[src/rtl/imem_loader_if.sv]
// Byte-stream input and instruction-memory write port of the loader.
// The master side is the loader. The slave side is the host link and memory model.
interface imem_loader_if #(
  parameter int ADDR_W = 32
);
  // rx_valid qualifies rx_data for exactly one byte per asserted cycle.
  // There is no ready: the loader must take every byte it is offered.
  // we is a single-cycle strobe. waddr/wdata are meaningful only while we=1.
  logic [7:0]        rx_data;
  logic              rx_valid;
  logic              we;
  logic [ADDR_W-1:0] waddr;
  logic [31:0]       wdata;

  modport master (
    input  rx_data, rx_valid,
    output we, waddr, wdata
  );

  modport slave (
    output rx_data, rx_valid,
    input  we, waddr, wdata
  );
endinterface

[src/rtl/imem_loader.sv]
// Instruction-memory loader: length-prefixed little-endian byte frames become word writes.
// The optional trailing XOR checksum byte is enabled by the macro IMEM_LOADER_CSUM_EN.
module imem_loader #(
  parameter int MAX_WORDS = 256,
  parameter int ADDR_W    = 32
) (
  input  logic              clk,
  input  logic              rst,
  input  logic              start,
  imem_loader_if.master     bus,
  output logic              busy,
  output logic              cpu_rst_hold,
  output logic              done,
  output logic              err,
  output logic [2:0]        state_dbg
);

  typedef enum logic [2:0] {
    IDLE   = 3'd0,
    LEN_LO = 3'd1,
    LEN_HI = 3'd2,
    DATA   = 3'd3,
    DONE   = 3'd4,
    ERR    = 3'd5
`ifdef IMEM_LOADER_CSUM_EN
    ,CSUM  = 3'd6
`endif
  } state_t;

  localparam logic [16:0] MAX_N = 17'(MAX_WORDS);

  state_t            state, state_n;
  logic [7:0]        len_lo;
  logic [15:0]       len;
  logic [15:0]       word_cnt;
  logic [1:0]        lane_idx;
  logic [7:0]        b0, b1, b2;
  logic              we_r;
  logic [ADDR_W-1:0] waddr_r;
  logic [31:0]       wdata_r;
  logic [15:0]       n_len;
  logic              last_we;
`ifdef IMEM_LOADER_CSUM_EN
  logic [7:0]        csum;
`endif

  assign n_len   = {bus.rx_data, len_lo};
  // word_cnt already counts the word being strobed, so this marks the final write cycle.
  assign last_we = we_r && (word_cnt == len);

  always_ff @(posedge clk) begin
    if (rst) state <= IDLE;
    else     state <= state_n;
  end

  always_comb begin
    state_n = state;
    case (state)
      IDLE, DONE, ERR: if (start) state_n = LEN_LO;
      LEN_LO:          if (bus.rx_valid) state_n = LEN_HI;
      LEN_HI: begin
        if (bus.rx_valid) begin
          if (n_len == 16'd0) begin
`ifdef IMEM_LOADER_CSUM_EN
            state_n = CSUM;
`else
            state_n = DONE;
`endif
          end else if ({1'b0, n_len} > MAX_N) begin
            state_n = ERR;
          end else begin
            state_n = DATA;
          end
        end
      end
      DATA: begin
        if (last_we) begin
`ifdef IMEM_LOADER_CSUM_EN
          // A checksum byte may arrive back-to-back in the final write cycle.
          if (bus.rx_valid) state_n = (bus.rx_data == csum) ? DONE : ERR;
          else              state_n = CSUM;
`else
          state_n = DONE;
`endif
        end
      end
`ifdef IMEM_LOADER_CSUM_EN
      CSUM: if (bus.rx_valid) state_n = (bus.rx_data == csum) ? DONE : ERR;
`endif
      default: state_n = IDLE;
    endcase
  end

  always_ff @(posedge clk) begin
    if (rst) begin
      len_lo   <= '0;
      len      <= '0;
      word_cnt <= '0;
      lane_idx <= '0;
      b0       <= '0;
      b1       <= '0;
      b2       <= '0;
      we_r     <= 1'b0;
      waddr_r  <= '0;
      wdata_r  <= '0;
`ifdef IMEM_LOADER_CSUM_EN
      csum     <= '0;
`endif
    end else begin
      we_r <= 1'b0;
      case (state)
        IDLE, DONE, ERR: begin
          if (start) begin
            word_cnt <= '0;
            lane_idx <= '0;
`ifdef IMEM_LOADER_CSUM_EN
            csum     <= '0;
`endif
          end
        end
        LEN_LO: if (bus.rx_valid) len_lo <= bus.rx_data;
        LEN_HI: if (bus.rx_valid) len <= n_len;
        DATA: begin
          if (bus.rx_valid && !last_we) begin
            case (lane_idx)
              2'd0: b0 <= bus.rx_data;
              2'd1: b1 <= bus.rx_data;
              2'd2: b2 <= bus.rx_data;
              default: begin
                we_r     <= 1'b1;
                waddr_r  <= ADDR_W'({word_cnt, 2'b00});
                wdata_r  <= {bus.rx_data, b2, b1, b0};
                word_cnt <= word_cnt + 16'd1;
              end
            endcase
            lane_idx <= lane_idx + 2'd1;
`ifdef IMEM_LOADER_CSUM_EN
            csum     <= csum ^ bus.rx_data;
`endif
          end
        end
        default: ;
      endcase
    end
  end

  assign bus.we       = we_r;
  assign bus.waddr    = waddr_r;
  assign bus.wdata    = wdata_r;
  assign busy         = (state == LEN_LO) || (state == LEN_HI) || (state == DATA)
`ifdef IMEM_LOADER_CSUM_EN
                        || (state == CSUM)
`endif
                        ;
  assign cpu_rst_hold = busy;
  assign done         = (state == DONE);
  assign err          = (state == ERR);
  assign state_dbg    = state;

endmodule

[src/flat_wrapper.sv]
// flat-port wrapper written by rule: the top's interface ports become plain ports
module imem_loader_flat 
#(
  parameter int MAX_WORDS = 256,
  parameter int ADDR_W    = 32
)
  (clk, rst, start, busy, cpu_rst_hold, done, err, state_dbg, bus_rx_data, bus_rx_valid, bus_we, bus_waddr, bus_wdata);
  imem_loader_if #(.ADDR_W(ADDR_W)) bus_i ();
  input  logic clk;
  input  logic rst;
  input  logic start;
  output logic busy;
  output logic cpu_rst_hold;
  output logic done;
  output logic err;
  output logic [2:0] state_dbg;
  input wire logic [$bits(bus_i.rx_data)-1:0] bus_rx_data;
  input wire logic [$bits(bus_i.rx_valid)-1:0] bus_rx_valid;
  output wire logic [$bits(bus_i.we)-1:0] bus_we;
  output wire logic [$bits(bus_i.waddr)-1:0] bus_waddr;
  output wire logic [$bits(bus_i.wdata)-1:0] bus_wdata;
  assign bus_i.rx_data = bus_rx_data;
  assign bus_i.rx_valid = bus_rx_valid;
  assign bus_we = bus_i.we;
  assign bus_waddr = bus_i.waddr;
  assign bus_wdata = bus_i.wdata;
  imem_loader #(.MAX_WORDS(MAX_WORDS), .ADDR_W(ADDR_W)) u_core (.clk(clk), .rst(rst), .start(start), .bus(bus_i), .busy(busy), .cpu_rst_hold(cpu_rst_hold), .done(done), .err(err), .state_dbg(state_dbg));
endmodule
[config.mk]
export PLATFORM = sky130hd
export DESIGN_NAME = imem_loader_flat
export DESIGN_NICKNAME = d
export VERILOG_FILES = /design/src/rtl/imem_loader_if.sv /design/src/rtl/imem_loader.sv /design/src/flat_wrapper.sv
export SDC_FILE = /design/constraint.sdc
export NUM_CORES = 1
export LEC_CHECK = 0
export CORE_UTILIZATION = 48
export DETAILED_ROUTE_END_ITERATION = 8
export HOLD_SLACK_MARGIN = 0.08
export PLACE_DENSITY = 0.85
export SYNTH_ARGS = -nofsm -noshare
export SYNTH_HDL_FRONTEND = slang
export SYNTH_SLANG_ARGS = --single-unit
export TNS_END_PERCENT = 5
[constraint.sdc]
create_clock -name clk -period 1.8 [get_ports clk]
set_input_delay 0.27 -clock clk [delete_from_list [all_inputs] [get_ports clk]]
set_output_delay 0.27 -clock clk [all_outputs]
set_load 0.02 [all_outputs]
## After elaboration in Yosys (flattened, before gate mapping)

Index checks and enable logic that the tools add are counted.

- Mux-type cells: 15
- $add $sub $neg: 2
- Magnitude comparators: 1
- Reduce and logical (&&, ||, !) cells: 21
- Bitwise gates (word level): 3
- Equality and inequality tests: 14

Operators with widths:

| cell | count |
|---|---|
| $mux W16 | 3 |
| $pmux W16 S2 | 1 |
| $mux W3 | 6 |
| $add A16 B1 Y16 const B | 1 |
| $eq A16 B16 Y1 | 1 |
| $gt A16 B9 Y1 const B | 1 |
| $logic_not A16 Y1 | 1 |
| $reduce_and A3 Y1 | 5 |
| $pmux W3 S4 | 1 |
| $reduce_or A3 Y1 | 3 |
| $ne A2 B2 Y1 const B | 4 |
| $reduce_and A4 Y1 | 2 |
| $eq A3 B2 Y1 const B | 2 |
| $eq A3 B3 Y1 const B | 2 |
| $mux W2 | 2 |
| $ne A2 B1 Y1 const B | 2 |
| $pmux W2 S2 | 1 |
| $reduce_and A2 Y1 | 2 |
| $eq A3 B1 Y1 const B | 1 |
| $logic_not A3 Y1 | 1 |
| $not A1 Y1 | 3 |
| $add A2 B1 Y2 const B | 1 |
| $eq A2 B1 Y1 const B | 1 |
| $eq A2 B2 Y1 const B | 1 |
| other kinds (6) | 8 |

- Output and inout bits: 72
- Logic and storage cells: 67
- Flip-flop bits (word level): 118
- Input port bits: 12

## Logic depth before layout (Yosys ltp)

Gate-level depths: netlist of the first run.

- Depth after elaboration: 6
- Mapped depth: 9

## Worst setup path after synthesis of the first run

OpenSTA, ideal clock, no wires.

- Path type: register to register
- Start: reg u_core.word_cnt[1]
- End: reg u_core.wdata_r[28] (netlist: u_core.bus.wdata[28])
- Arrival time: 1,797 ps
- Required time: 1,660 ps
- Buffers on the path: 2
- Cell stages (with the launch flop): 9
- Slack: -137 ps
- Setup time: 140 ps
- Cell sequence: dfxtp_1 > xor2_1 > nor4_2 > nand3_4 > o21a_1 > buf_2 > buf_4 > nand2_1 > a21oi_2

- Longest elaborated chain between the ends: 5

RTL lines:

| element | RTL line | source |
|---|---|---|
| start, declared | imem_loader.sv:35 | `logic [15:0] word_cnt;` |
| start signal, assigned | imem_loader.sv:133 | `word_cnt <= word_cnt + 16'd1;` |
| $eq A16 B16 Y1 | imem_loader.sv:49 | `assign last_we = we_r && (word_cnt == len);` |
| $logic_and A1 B1 Y1 | imem_loader.sv:49 |  |
| $logic_not A1 Y1 | imem_loader.sv:124 | `if (bus.rx_valid && !last_we) begin` |
| $logic_and A1 B1 Y1 | imem_loader.sv:124 |  |
| $reduce_and A3 Y1 (no source line) | -- |  |
| end signal, assigned | imem_loader.sv:132 | `wdata_r <= {bus.rx_data, b2, b1, b0};` |
| end, declared | imem_loader.sv:40 | `logic [31:0] wdata_r;` |

Every way passes these cells.
A chain may end at the register's enable or synchronous reset.

## Worst setup path in the final report of the first run

- Start: reg u_core.len[9]
- End: reg u_core.b0[2]

- Longest elaborated chain between the ends: 5

RTL lines:

| element | RTL line | source |
|---|---|---|
| start, declared | imem_loader.sv:34 | `logic [15:0] len;` |
| start signal, assigned | imem_loader.sv:122 | `LEN_HI: if (bus.rx_valid) len <= n_len;` |
| $eq A16 B16 Y1 | imem_loader.sv:49 |  |
| $logic_and A1 B1 Y1 | imem_loader.sv:49 |  |
| $logic_not A1 Y1 | imem_loader.sv:124 |  |
| $logic_and A1 B1 Y1 | imem_loader.sv:124 |  |
| $reduce_and A3 Y1 (no source line) | -- |  |
| end signal, assigned | imem_loader.sv:126 | `2'd0: b0 <= bus.rx_data;` |
| end, declared | imem_loader.sv:37 | `logic [7:0] b0, b1, b2;` |

Every way passes these cells.

==> results of run 1 <==
-- registers in the layout, summed over array words and instances, names as in the netlist --
signal            count
u_core.bus.wdata     32
u_core.bus.waddr     16
u_core.len           16
u_core.word_cnt      16
u_core.b0             8
u_core.b1             8
u_core.b2             8
u_core.len_lo         8
u_core.state_dbg      3
u_core.lane_idx       2
u_core.bus.we         1
-- final timing paths --
path,endpoint,slack [ns]
setup / recovery,u_core.b0[2]$_SDFFE_PP0P_,-0.24
hold / removal,u_core.bus.waddr[15]$_SDFFE_PP0P_,0.16
setup reg to reg,u_core.b0[2]$_SDFFE_PP0P_,-0.24
hold reg to reg,u_core.bus.waddr[15]$_SDFFE_PP0P_,0.45
-- per-stage QoR --
stage          setup TNS, ns  cell area, sq um  std cells  worst slack [ns]  power [W]
2_1_floorplan          -2.11              5290        622           -0.0398    0.00338
3_3_place_gp          -11.18              6430        844            -0.242    0.00374
3_5_place_dp          -18.90              6430        844            -0.312    0.00376
4_1_cts               -11.64              7090        879            -0.231    0.00707
5_1_grt               -18.05              7130        879            -0.306    0.00733
6_report              -11.01              7130        879            -0.242    0.00708
-- worst max-delay path, cell delays in order (launching register included) --
cell	delay, ns
dfxtp_1	0.32
xor2_1	0.19
nor4_4	0.41
nand3_4	0.14
buf_6	0.17
o2111ai_4	0.22
buf_12	0.17
mux2i_2	0.23
nor2_1	0.06
-- timing repair --
item                       in CTS  in global routing
setup endpoints to repair     102                100
setup buffers                   3                  0
gates cloned                    0                  0
pin swaps                       3                  6
gates resized for setup        30                 16
hold buffers                    0                  0
-- cells in the mapped netlist, drive strengths merged, types with 6 or more instances --
library cell  instances
nand2               152
dfxtp               118
a21oi                86
nor2                 53
buf                  37
mux2i                24
clkbuf               19
nand3                15
xor2                 15
a311oi                8
nor4                  7
and3                  6
inv                   6
-- cell type report --
cell class / count / area share (%)
clock inverters: 14 / 2.30
multi-input cells: 442 / 36.3
flip-flops and latches: 118 / 33.3
inverters: 6 / 0.316
repair buffers: 145 / 19.5
clock buffers: 18 / 5.86
well taps: 136 / 2.39
-- cell families (layout without fill, tap and decap cells) --
| logic type | Yosys count | in the layout | synth area share, % |
|---|---|---|---|
| AOI/OAI and AO/OA | 127 | 127 | 16.5 |
| xor gates and xnor gates | 16 | 16 | 2.69 |
| adders and majority gates | 5 | 5 | 1.20 |
| buffers and inverters | 62 | 183 | 7.39 |
| DFF | 118 | 118 | 45.3 |
| muxes | 25 | 25 | 4.82 |
| other | 1 | 16 | 0.0719 |
| and+or+nand+nor | 253 | 253 | 22.1 |
-- power groups by stage --
| stage | sequential (W) | clock, W | combinational (W) |
|---|---|---|---|
| global placement | 0.00278 | 0 | 0.000954 |
| finish | 0.00275 | 0.00334 | 0.000998 |
| global route | 0.00275 | 0.00351 | 0.00107 |
| floorplan | 0.00279 | 0 | 0.000586 |
| CTS | 0.00274 | 0.00335 | 0.000985 |
| detailed placement | 0.00279 | 0 | 0.000977 |
-- per-layer routing --
| layer | routed length (um) | track usage [%] | vias to the layer above | part of all wire [%] |
|---|---|---|---|---|
| met4 | 345 | 12.2 | 0 | 2.4 |
| met5 | 0 | 0 | - | 0 |
| li1 | - | - | 2288 | - |
| met3 | 900 | 6.81 | 37 | 6.2 |
| met2 | 7470 | 47.4 | 191 | 51 |
| met1 | 5820 | 30.1 | 2325 | 40 |
==> impl_metrics.tcl, run 1 <==
set metrics [dict create \
    status "finished with violations" \
    violations "negative setup slack" \
    clock_latency_ns 0.52 \
    hold_start "rst" \
    ff_latch_area_sq_mm 0.00237 \
    fin_crit_sh_pct 113 \
    grt_overflow 0 \
    grt_pass1_vias 4802 \
    r2r-start "u_core.len[9]$_SDFFE_PP0P_" \
    die_area_sq_mm 0.0113 \
    hold_depth 2 \
    whs_ns 0.161 \
    synth.distinct_cells 55 \
    die-width_um 106 \
    critPathMaxFanout 8 \
    crit_path_start_kind "register" \
    grt_max_degree 36 \
    rr_worst_depth 8 \
    hpwl_mm 9.89 \
    ys_top_cells_by_area "dfxtp_1 (45%), nand2_1 (10%), a21oi_1 (7.3%)" \
    synthArstFlopShare_pct 0 \
    drt-initial-drc-count 281 \
    final_common_cell "nand2_1" \
    worst_slack_ns -0.242 \
    htree_num_levels 4 \
    synth_top_area_cell "dfxtp_1" \
    cap_viol_max_count 0 \
    powerDensity_mw_per_mm2 994 \
    drcViolationCount 0 \
    post-route-util_pct 68.4 \
    switching_share_pct 28.1 \
    p_leak_nw 2.96 \
    clockBufferDepth 2 \
    antenna_found_initial 0 \
    combinationalPowerShare_pct 14.1 \
    routed_wl_mm 14.5 \
    via_per_inst 5.51 \
    yosys_warnings 0 \
    crit_type "reg2reg" \
    crit_start "u_core.len[9]$_SDFFE_PP0P_" \
    synth-seq-cells 118 \
    p_clk_share_pct 47.1 \
    drive_gt1_share_pct 21.8 \
    synth_area_sq_mm 0.00522 \
    ant_nets 0 \
    vias 4841 \
    floorplan.initialDensity_pct 50.1 \
    synth-seq-area-share_pct 45.3 \
    ys.flop_type "dfxtp_1" \
    synth_area_per_cell_sq_um 8.59 \
    synth_edf_count 0 \
    p_seq_share_pct 38.8 \
    rows 37 \
    ir_drop_v 0.000748 \
    final_cell_mix "nand2_1 (142), dfxtp_1 (113), a21oi_1 (76)" \
    cts-buffers-inserted 17 \
    synthCells 607 \
    clock-sinks 118 \
    diodes 0 \
    crit_path_end_kind "register" \
    fin_crit_ns 2.04 \
    fin_skew_ns 0.00698 \
    finalHoldViolations 0 \
    arrival_ns 2.44 \
    multi_input_area_sq_mm 0.00259 \
    grt_pass1_wl_mm 23.3 \
    globalplace.congestion 0.894 \
    num-fill-cells 791 \
    port_buffers 67 \
    p_sw_w 0.00199 \
    worstPathRequired_ns 2.20 \
    slew_violations 0 \
    fp.dieH_um 106 \
    coreArea_sq_mm 0.0104 \
    p_int_w 0.00510 \
    synth_top_area_share_pct 45.3 \
    drt-wirelength-per-cell_um 16.5 \
    clkSlewWorstSetupHoldPaths_ns 0.06 \
    fin_nets 747 \
    root_buffer "clkbuf_8" \
    fmax_mhz 490 \
    setup_violations 92 \
    areaGrowthSynthToFinish_pct 36.7 \
    hold_path.class "in2reg" \
    cts_tree "yes" \
    track_usage_pct 26.8 \
    rsz0062_at_grt "true" \
    dr.pass1.iters 7 \
    ios 84 \
]
No activity file was read; power rests on OpenSTA's default activity.
==> inputs of run 2 (changes only) <==
--- a/config.mk
+++ b/config.mk
@@ -9,6 +9,7 @@
 export DETAILED_ROUTE_END_ITERATION = 8
 export HOLD_SLACK_MARGIN = 0.08
 export PLACE_DENSITY = 0.85
+export SETUP_SLACK_MARGIN = 0.1
 export SYNTH_ARGS = -nofsm -noshare
 export SYNTH_HDL_FRONTEND = slang
 export SYNTH_SLANG_ARGS = --single-unit
==> impl_metrics.tcl, run 2 (synthesis gave the netlist of run 1 again) <==
set metrics [dict create \
    track_usage_pct 26.8 \
    hpwl_mm 9.86 \
    fin_area_sq_mm 0.00706 \
    routed_wl_mm 14.7 \
    areaGrowthSynthToFinish_pct 35.3 \
    diodes 0 \
    worst_slack_ns -0.266 \
    ant_nets 0 \
    largest_reg_flops 32 \
    cap_viol_max_count 0 \
    ir_drop_v 0.000788 \
    status "finished with violations" \
    violations "negative setup slack" \
    hold_path.class "reg2reg" \
    coreArea_sq_mm 0.0104 \
    die-width_um 106 \
    final_common_cell "nand2_1" \
    combinationalPowerShare_pct 15.6 \
    crit_start "u_core.len[5]$_SDFFE_PP0P_" \
    root_buffer "clkbuf_8" \
    crit_end "u_core.b1[5]$_SDFFE_PP0P_" \
    p_sw_w 0.00202 \
    p_clk_share_pct 44.5 \
    slowest_stage "dfxtp_1" \
    post-route-util_pct 67.8 \
    die_area_sq_mm 0.0113 \
    finalHoldViolations 0 \
    worst-path-buf-inv 3 \
    clock-sinks 118 \
    post-place-ws_ns -0.276 \
    wl_met1_mm 5.91 \
    dr.pass1.iters 6 \
    final_cell_mix "nand2_1 (142), dfxtp_1 (109), a21oi_1 (70)" \
    fin_nets 750 \
    worstReg2RegEnd "u_core.b1[5]$_SDFFE_PP0P_" \
    port_buffers 67 \
    rr_worst_depth 9 \
    antenna_found_initial 0 \
    crit_path_end_kind "register" \
    fmax_mhz 484 \
    grt_overflow 0 \
    r2r_slack_ns -0.27 \
    grt_pass1_wl_mm 23.4 \
    route.met2.wl_mm 7.38 \
    worstPathRequired_ns 2.19 \
    top_layer_used "met4" \
    rsz0062_at_grt "true" \
    cpPeakStageDelay_ns 0.33 \
    floorplan.initialDensity_pct 50.1 \
    whs_ns 0.450 \
    p_leak_nw 3.09 \
    htree_num_levels 4 \
    slew_violations 0 \
    clock_latency_ns 0.53 \
    drcViolationCount 0 \
    crit_type "reg2reg" \
    crit_path_start_kind "register" \
    grt_pass1_vias 4737 \
    cts-buffers-inserted 17 \
    powerDensity_mw_per_mm2 967 \
    fin_skew_ns 0.00842 \
    placed_cell_area_sq_mm 0.00639 \
    critPathMaxFanout 8 \
    r2r-start "u_core.len[5]$_SDFFE_PP0P_" \
    ios 84 \
    timing.critical_path.max_delay_family "buffers and inverters" \
    clkSlewWorstSetupHoldPaths_ns 0.06 \
    globalplace.congestion 0.925 \
    switching_share_pct 29.5 \
    fin_crit_ns 2.07 \
    grt_max_degree 49 \
    via_per_inst 5.59 \
    critical_path_depth 9 \
    cp_cell_sequence "xor2_1, nor4_2, buf_4, nand3_4, buf_8, o2111ai_4, buf_12, mux2i_1, nor2_1" \
    rows 37 \
    drt-initial-drc-count 355 \
    vias 4934 \
    wl_met3_um 876 \
    cts_tree "yes" \
    setup_violations 93 \
    fin_crit_sh_pct 115 \
    fp.dieH_um 106 \
    arrival_ns 2.46 \
    drt-wirelength-per-cell_um 16.6 \
    drive_gt1_share_pct 23.3 \
    p_seq_share_pct 40.0 \
    p_int_w 0.00481 \
    clockBufferDepth 2 \
]
[run 2: cell types whose count changed in the layout (fill, tap and decap cells not counted), moves of 5 or more]
cell,previous run,this run
a21oi_1,76,70
dlygate4sd2_1,5,51
dfxtp_2,4,9
a21oi_2,10,16
buf_6,3,9
clkdlybuf4s50_1,53,10
[run 2: power by group through the flow]
stage / sequential (W) / clock [W] / combinational, W
2_1_floorplan: 0.00279 / 0 / 0.000586
3_3_place_gp: 0.00277 / 0 / 0.000947
3_5_place_dp: 0.00278 / 0 / 0.000980
4_1_cts: 0.00272 / 0.00305 / 0.000976
5_1_grt: 0.00273 / 0.00320 / 0.00113
6_report: 0.00273 / 0.00304 / 0.00106
[run 2: layout make-up]
cell class,instances,area [sq um]
Clock buffer,17,414
Sequential cell,118,2370
Timing Repair Buffer,147,1310
Multi-Input combinational cell,443,2640
Fill cell,817,3360
Inverter,6,22.5
Tap cell,136,170
Clock inverter,15,121
[run 2: worst reg2reg max path, cell delays in order, from the launching register on]
cell	delay [ns]
dfxtp_1	0.33
xor2_1	0.18
nor4_2	0.28
buf_4	0.18
nand3_4	0.10
buf_8	0.17
o2111ai_4	0.23
buf_12	0.17
mux2i_1	0.22
nor2_1	0.09
[run 2: how the worst min path moves through the flow]
stage / slack, ns / startpoint / cells after the start / end
6_report: 0.45 / u_core.bus.waddr[8]$_SDFFE_PP0P_ / 2 / u_core.bus.waddr[8]$_SDFFE_PP0P_
5_1_grt: 0.47 / u_core.bus.wdata[13]$_SDFFE_PP0P_ / 2 / u_core.bus.wdata[13]$_SDFFE_PP0P_
4_1_cts: 0.44 / bus_rx_data[0] / 3 / u_core.len_lo[0]$_SDFFE_PP0P_
3_5_place_dp: 0.45 / u_core.bus.waddr[4]$_SDFFE_PP0P_ / 2 / u_core.bus.waddr[4]$_SDFFE_PP0P_
3_3_place_gp: 0.44 / u_core.bus.waddr[9]$_SDFFE_PP0P_ / 2 / u_core.bus.waddr[9]$_SDFFE_PP0P_
2_1_floorplan: 0.41 / bus_rx_data[2] / 2 / u_core.len[10]$_SDFFE_PP0P_
[run 2: timing repair]
item / CTS / global route
hold endpoints to repair: 6 / 0
hold buffers: 1 / 0
pin swaps: 6 / 17
gates resized for setup: 92 / 25
setup endpoints to repair: 149 / 100
buffers inserted: 2 / 3
gates cloned: 1 / 0
[run 2: metrics by stage]
| step | total power [W] | std cells | setup TNS (ns) |
|---|---|---|---|
| final | 0.00683 | 882 | -14.68 |
| after global routing | 0.00706 | 882 | -21.04 |
| after CTS | 0.00675 | 879 | -9.47 |
| after detailed placement | 0.00376 | 843 | -17.83 |
| after global placement | 0.00372 | 843 | -10.14 |
| after floorplan | 0.00338 | 622 | -2.09 |
[run 2: layer usage]
layer / track usage [%] / up-vias
met5: 0 / -
met4: 13.7 / 0
met3: 7.05 / 52
met2: 45.9 / 212
met1: 30.6 / 2363
li1: - / 2307
==> inputs of run 3 (changes only) <==
--- a/config.mk
+++ b/config.mk
@@ -6,6 +6,7 @@
 export NUM_CORES = 1
 export LEC_CHECK = 0
 export CORE_UTILIZATION = 48
+export CTS_BUF_LIST = sky130_fd_sc_hd__clkbuf_16
 export DETAILED_ROUTE_END_ITERATION = 8
 export HOLD_SLACK_MARGIN = 0.08
 export PLACE_DENSITY = 0.85
==> impl_metrics.tcl, run 3 (synthesis gave the netlist of run 1 again) <==
set metrics [dict create \
    grt_overflow 0 \
    crit_path_start_kind "register" \
    ir_drop_v 0.000586 \
    ff_latch_area_sq_mm 0.00238 \
    fin_skew_ns 0.00711 \
    clock-sinks 118 \
    clock_latency_ns 0.41 \
    violations "negative setup slack" \
    final_common_cell "nand2_1" \
    hpwl_mm 9.86 \
    fmax_mhz 482 \
    r2r_slack_ns -0.27 \
    cts-buffers-inserted 17 \
    grt_pass1_vias 4827 \
    crit_start "u_core.word_cnt[15]$_SDFFE_PP0P_" \
    arrival_ns 2.35 \
    die-width_um 106 \
    route.met2.wl_mm 7.59 \
    placed_cell_area_sq_mm 0.00639 \
    antenna_found_initial 0 \
    cap_viol_max_count 0 \
    vias 4939 \
    rr_worst_depth 9 \
    wl_met1_mm 5.96 \
    crit_end "u_core.b1[5]$_SDFFE_PP0P_" \
    multi_input_area_sq_mm 0.00267 \
    fp.dieH_um 106 \
    diodes 0 \
    clockBufferDepth 2 \
    wl_met3_um 960 \
    top_layer_used "met4" \
    fin_crit_ns 2.07 \
    worstReg2RegEnd "u_core.b1[5]$_SDFFE_PP0P_" \
    track_usage_pct 27.2 \
    dr.pass1.iters 5 \
    fin_crit_sh_pct 115 \
    clkSlewWorstSetupHoldPaths_ns 0.06 \
    cts_hold_buffers 0 \
    drt-wirelength-per-cell_um 17.1 \
    status "finished with violations" \
    via_per_inst 5.61 \
    fin_area_sq_mm 0.00716 \
    rows 37 \
    crit_type "reg2reg" \
    power_w 0.00684 \
    crit_path_end_kind "register" \
    cts_tree "yes" \
    powerDensity_mw_per_mm2 956 \
    globalplace.congestion 0.925 \
    fin_cells 880 \
    finalHoldViolations 0 \
    largest_reg_flops 32 \
    ant_nets 0 \
    htree_num_levels 4 \
    post-route-util_pct 68.7 \
    ios 84 \
    die_area_sq_mm 0.0113 \
    worstPathRequired_ns 2.08 \
    drt-initial-drc-count 305 \
    critPathMaxFanout 8 \
    setup_violations 93 \
    slew_violations 0 \
    root_buffer "clkbuf_16" \
    areaGrowthSynthToFinish_pct 37.2 \
    port_buffers 67 \
    grt_max_degree 49 \
    coreArea_sq_mm 0.0104 \
    final_cell_mix "nand2_1 (142), dfxtp_1 (109), a21oi_1 (73)" \
    hold_path.class "in2reg" \
    p_leak_nw 2.93 \
    grt_pass1_wl_mm 23.7 \
    rsz0062_at_grt "true" \
    placed_cells 843 \
    fin_nets 748 \
    drcViolationCount 0 \
    worst_slack_ns -0.274 \
    drive_gt1_share_pct 24.3 \
    r2r-start "u_core.word_cnt[15]$_SDFFE_PP0P_" \
    num-fill-cells 774 \
    floorplan.initialDensity_pct 50.1 \
    routed_wl_mm 15.0 \
]
## run 3: cell count changes in the layout (fill, tap and decap cells not counted), moves of 4 or more
cell	delta
dlygate4sd2_1	-47
buf_2	+4
clkdlybuf4s50_1	+45
xor2_2	+4
a311oi_1	-8
a311oi_2	+8
xor2_1	-4
## run 3: per-layer routing
metal / global-route usage [%] / vias to the layer above
met1: 30.6 / 2354
met4: 13.2 / 0
met3: 6.68 / 50
met5: 0 / -
met2: 47.9 / 239
li1: - / 2296
## run 3: cell type report
class | instances | share of cell area (%)
multi-input combinational | 442 | 37.2
sequential | 118 | 33.2
timing repair buffer | 146 | 19.2
clock buffer | 17 | 5.94
tap | 136 | 2.38
clock inverter | 15 | 1.70
inverter | 6 | 0.315
## run 3: worst min path at each step
| stage | endpoint | from | cells after the start | slack, ns |
|---|---|---|---|---|
| 2_1_floorplan | u_core.len[10]$_SDFFE_PP0P_ | bus_rx_data[2] | 2 | 0.41 |
| 3_3_place_gp | u_core.bus.waddr[9]$_SDFFE_PP0P_ | u_core.bus.waddr[9]$_SDFFE_PP0P_ | 2 | 0.44 |
| 3_5_place_dp | u_core.bus.waddr[4]$_SDFFE_PP0P_ | u_core.bus.waddr[4]$_SDFFE_PP0P_ | 2 | 0.45 |
| 4_1_cts | u_core.bus.wdata[22]$_SDFFE_PP0P_ | rst | 2 | 0.15 |
| 5_1_grt | u_core.bus.wdata[22]$_SDFFE_PP0P_ | rst | 2 | 0.16 |
| 6_report | u_core.bus.wdata[22]$_SDFFE_PP0P_ | rst | 2 | 0.17 |
## run 3: worst max-delay path, cell delays in order, from the launching register on
cell and delay, ns:
dfxtp_2 0.33, xor2_1 0.17, nor4_2 0.30, buf_4 0.17
nand3_4 0.09, buf_8 0.17, o2111ai_4 0.22, buf_12 0.17
mux2i_1 0.21, nor2_1 0.09
## run 3: metrics by stage
stage / setup WS [ns] / hold slack [ns] / TNS, ns
2_1_floorplan: -0.0398 / 0.406 / -2.09
3_3_place_gp: -0.229 / 0.442 / -10.14
3_5_place_dp: -0.276 / 0.446 / -17.83
4_1_cts: -0.237 / 0.155 / -10.43
5_1_grt: -0.341 / 0.164 / -19.31
6_report: -0.274 / 0.171 / -13.33
## run 3: repair_timing
action | CTS | global route
buffers inserted | 4 | 1
setup endpoints to repair | 101 | 101
gates resized for setup | 43 | 28
pin swaps | 32 | 11
## run 3: report_power, final
part | internal (W) | switching (W) | leakage (nW)
logic | 0.000382 | 0.000637 | 1.72
registers | 0.00267 | 0.0000507 | 0.957
clock network | 0.00178 | 0.00132 | 0.259
==> RTL change (flow settings as in run 2) <==
`ADDR_W` is set to 32 in 3 places; all go to 24.
--- a/src/rtl/imem_loader_if.sv
+++ b/src/rtl/imem_loader_if.sv
@@ -2,5 +2,5 @@
 // The master side is the loader. The slave side is the host link and memory model.
 interface imem_loader_if #(
-  parameter int ADDR_W = 32
+  parameter int ADDR_W = 24
 );
   // rx_valid qualifies rx_data for exactly one byte per asserted cycle.
--- a/src/rtl/imem_loader.sv
+++ b/src/rtl/imem_loader.sv
@@ -3,5 +3,5 @@
 module imem_loader #(
   parameter int MAX_WORDS = 256,
-  parameter int ADDR_W    = 32
+  parameter int ADDR_W    = 24
 ) (
   input  logic              clk,
--- a/src/flat_wrapper.sv
+++ b/src/flat_wrapper.sv
@@ -3,5 +3,5 @@
 #(
   parameter int MAX_WORDS = 256,
-  parameter int ADDR_W    = 32
+  parameter int ADDR_W    = 24
 )
   (clk, rst, start, busy, cpu_rst_hold, done, err, state_dbg, bus_rx_data, bus_rx_valid, bus_we, bus_waddr, bus_wdata);
Ports: changed (resized bus_waddr); port bits go from 84 to 76. No check against the original RTL was run, so the function may have changed too.
==> RTL change against run 2 <==
  * The flow still finishes with violations (setup timing)
  * Final area grew 1.1%
  * Critical path depth is the same
  * Setup slack lost 0.025 ns
  * Power grew 6.1%
  * Routed wire length grew 3.4%
  * Count of clock-buffer cells in the layout is the same
  * Sequential cell count is the same
  * Synthesized cell count shrank 1.3%
  * Synthesized area shrank 1.2%
  * Largest power group unchanged
  * Highest routed layer unchanged
==> RTL change: results (changes against run 2) <==
- Share of layout cells above drive strength 1: 0.245 (+0.0113)
- Avg WL per Cell: 17.4 um (+4.6%)
- CTS buffer count: 17 (unchanged)
- Core area: 10400 um2 (-0.44%)
- Compound-Gate Fraction of Synth Area: 0.167 (+0.00192)
- TNS Setup: -14.51 ns (+0.168 ns)
- Largest family of logic cells by synthesized area: simple AND/OR/NAND/NOR gates
- Placed insts: 833 (-1.2%)
- Final setup viols: 93 (unchanged)
- Crit path largest cell delay: 0.33 ns (about the same)
- Routability cong.: 0.891 (-3.7%)
- Hold slack: 0.450 ns (-0.000270 ns)
- Worst path slowest cell: dfxtp_2
- Clk_skew: 0.0103 ns (+0.00189 ns)
- Final instance count without filler cells: 872 (-1.1%)
- Fin worst setup slack: -0.290 ns (-0.0246 ns)
- Vias in the first global route: 4746 (+0.19%)
- Largest net degree at the start of global routing: 51 (+4.1%)
- Dominant synthesized flop cell: dfxtp_1
- Post-synthesis adder-cell area fraction: 0.0121 (+0.000140)
- Cts repair resizes: 102 (+11%)
- Post-synthesis mux area share: 0.0488 (+0.000562)
- Hold_sp: u_core.bus.waddr[5]
- Static Leak: 3.10 nW (+0.20%)
- Synthesized instance count: 599 (-1.3%)
- Layout Nets: 740 (-1.3%)
- Failing checks: setup timing
- First-pass GRT wire length: 23400 um (-0.12%)
- Max rail drop VDD: 0.688 mV (-13%)
- Outcome: finished with violations
- Total power density per cell area: 1020 nW/um2 (+4.9%)
- Clock group: 3.43 mW (+13%)
- DP HPWL: 9600 um (-2.6%)
- DP Area: 6360 um2 (-0.51%)
- Synth Area in XOR/XNOR: 0.0272 (+0.000313)
- Postcts setup bufs: 4 (+2)
- R2r endpoint: u_core.b0[7]
- Area contributors post-synth: dfxtp_1, nand2_1, a21oi_1
- Worst flop-to-flop path startpoint: u_core.word_cnt[15]
RTL change: layer usage:
layer,track usage,wire length [um]
met5,0,0
met4,0.134,551
met3,0.0668,1160
met2,0.468,7430
met1,0.306,6010
RTL change: worst max-delay path by stage:
stage          depth (start not counted)                 from  slack [ns]             endpoint
6_report                               9  u_core.word_cnt[15]       -0.29         u_core.b0[7]
5_1_grt                                9  u_core.word_cnt[15]       -0.32         u_core.b0[3]
4_1_cts                                9  u_core.word_cnt[15]       -0.22         u_core.b1[1]
3_5_place_dp                           8  u_core.word_cnt[15]       -0.24  u_core.bus.waddr[8]
3_3_place_gp                           6       bus_rx_data[1]       -0.23  u_core.state_dbg[1]
2_1_floorplan                          6   u_core.word_cnt[6]       -0.04         u_core.b0[0]
RTL change: area by class of cell:
cell class                      instances  area [um2]
Fill cell                             747        3230
Timing Repair Buffer                  146        1350
Multi-Input combinational cell        434        2620
Inverter                                6        22.5
Tap cell                              136         170
Clock inverter                         15         179
Clock buffer                           17         414
Sequential cell                       118        2380
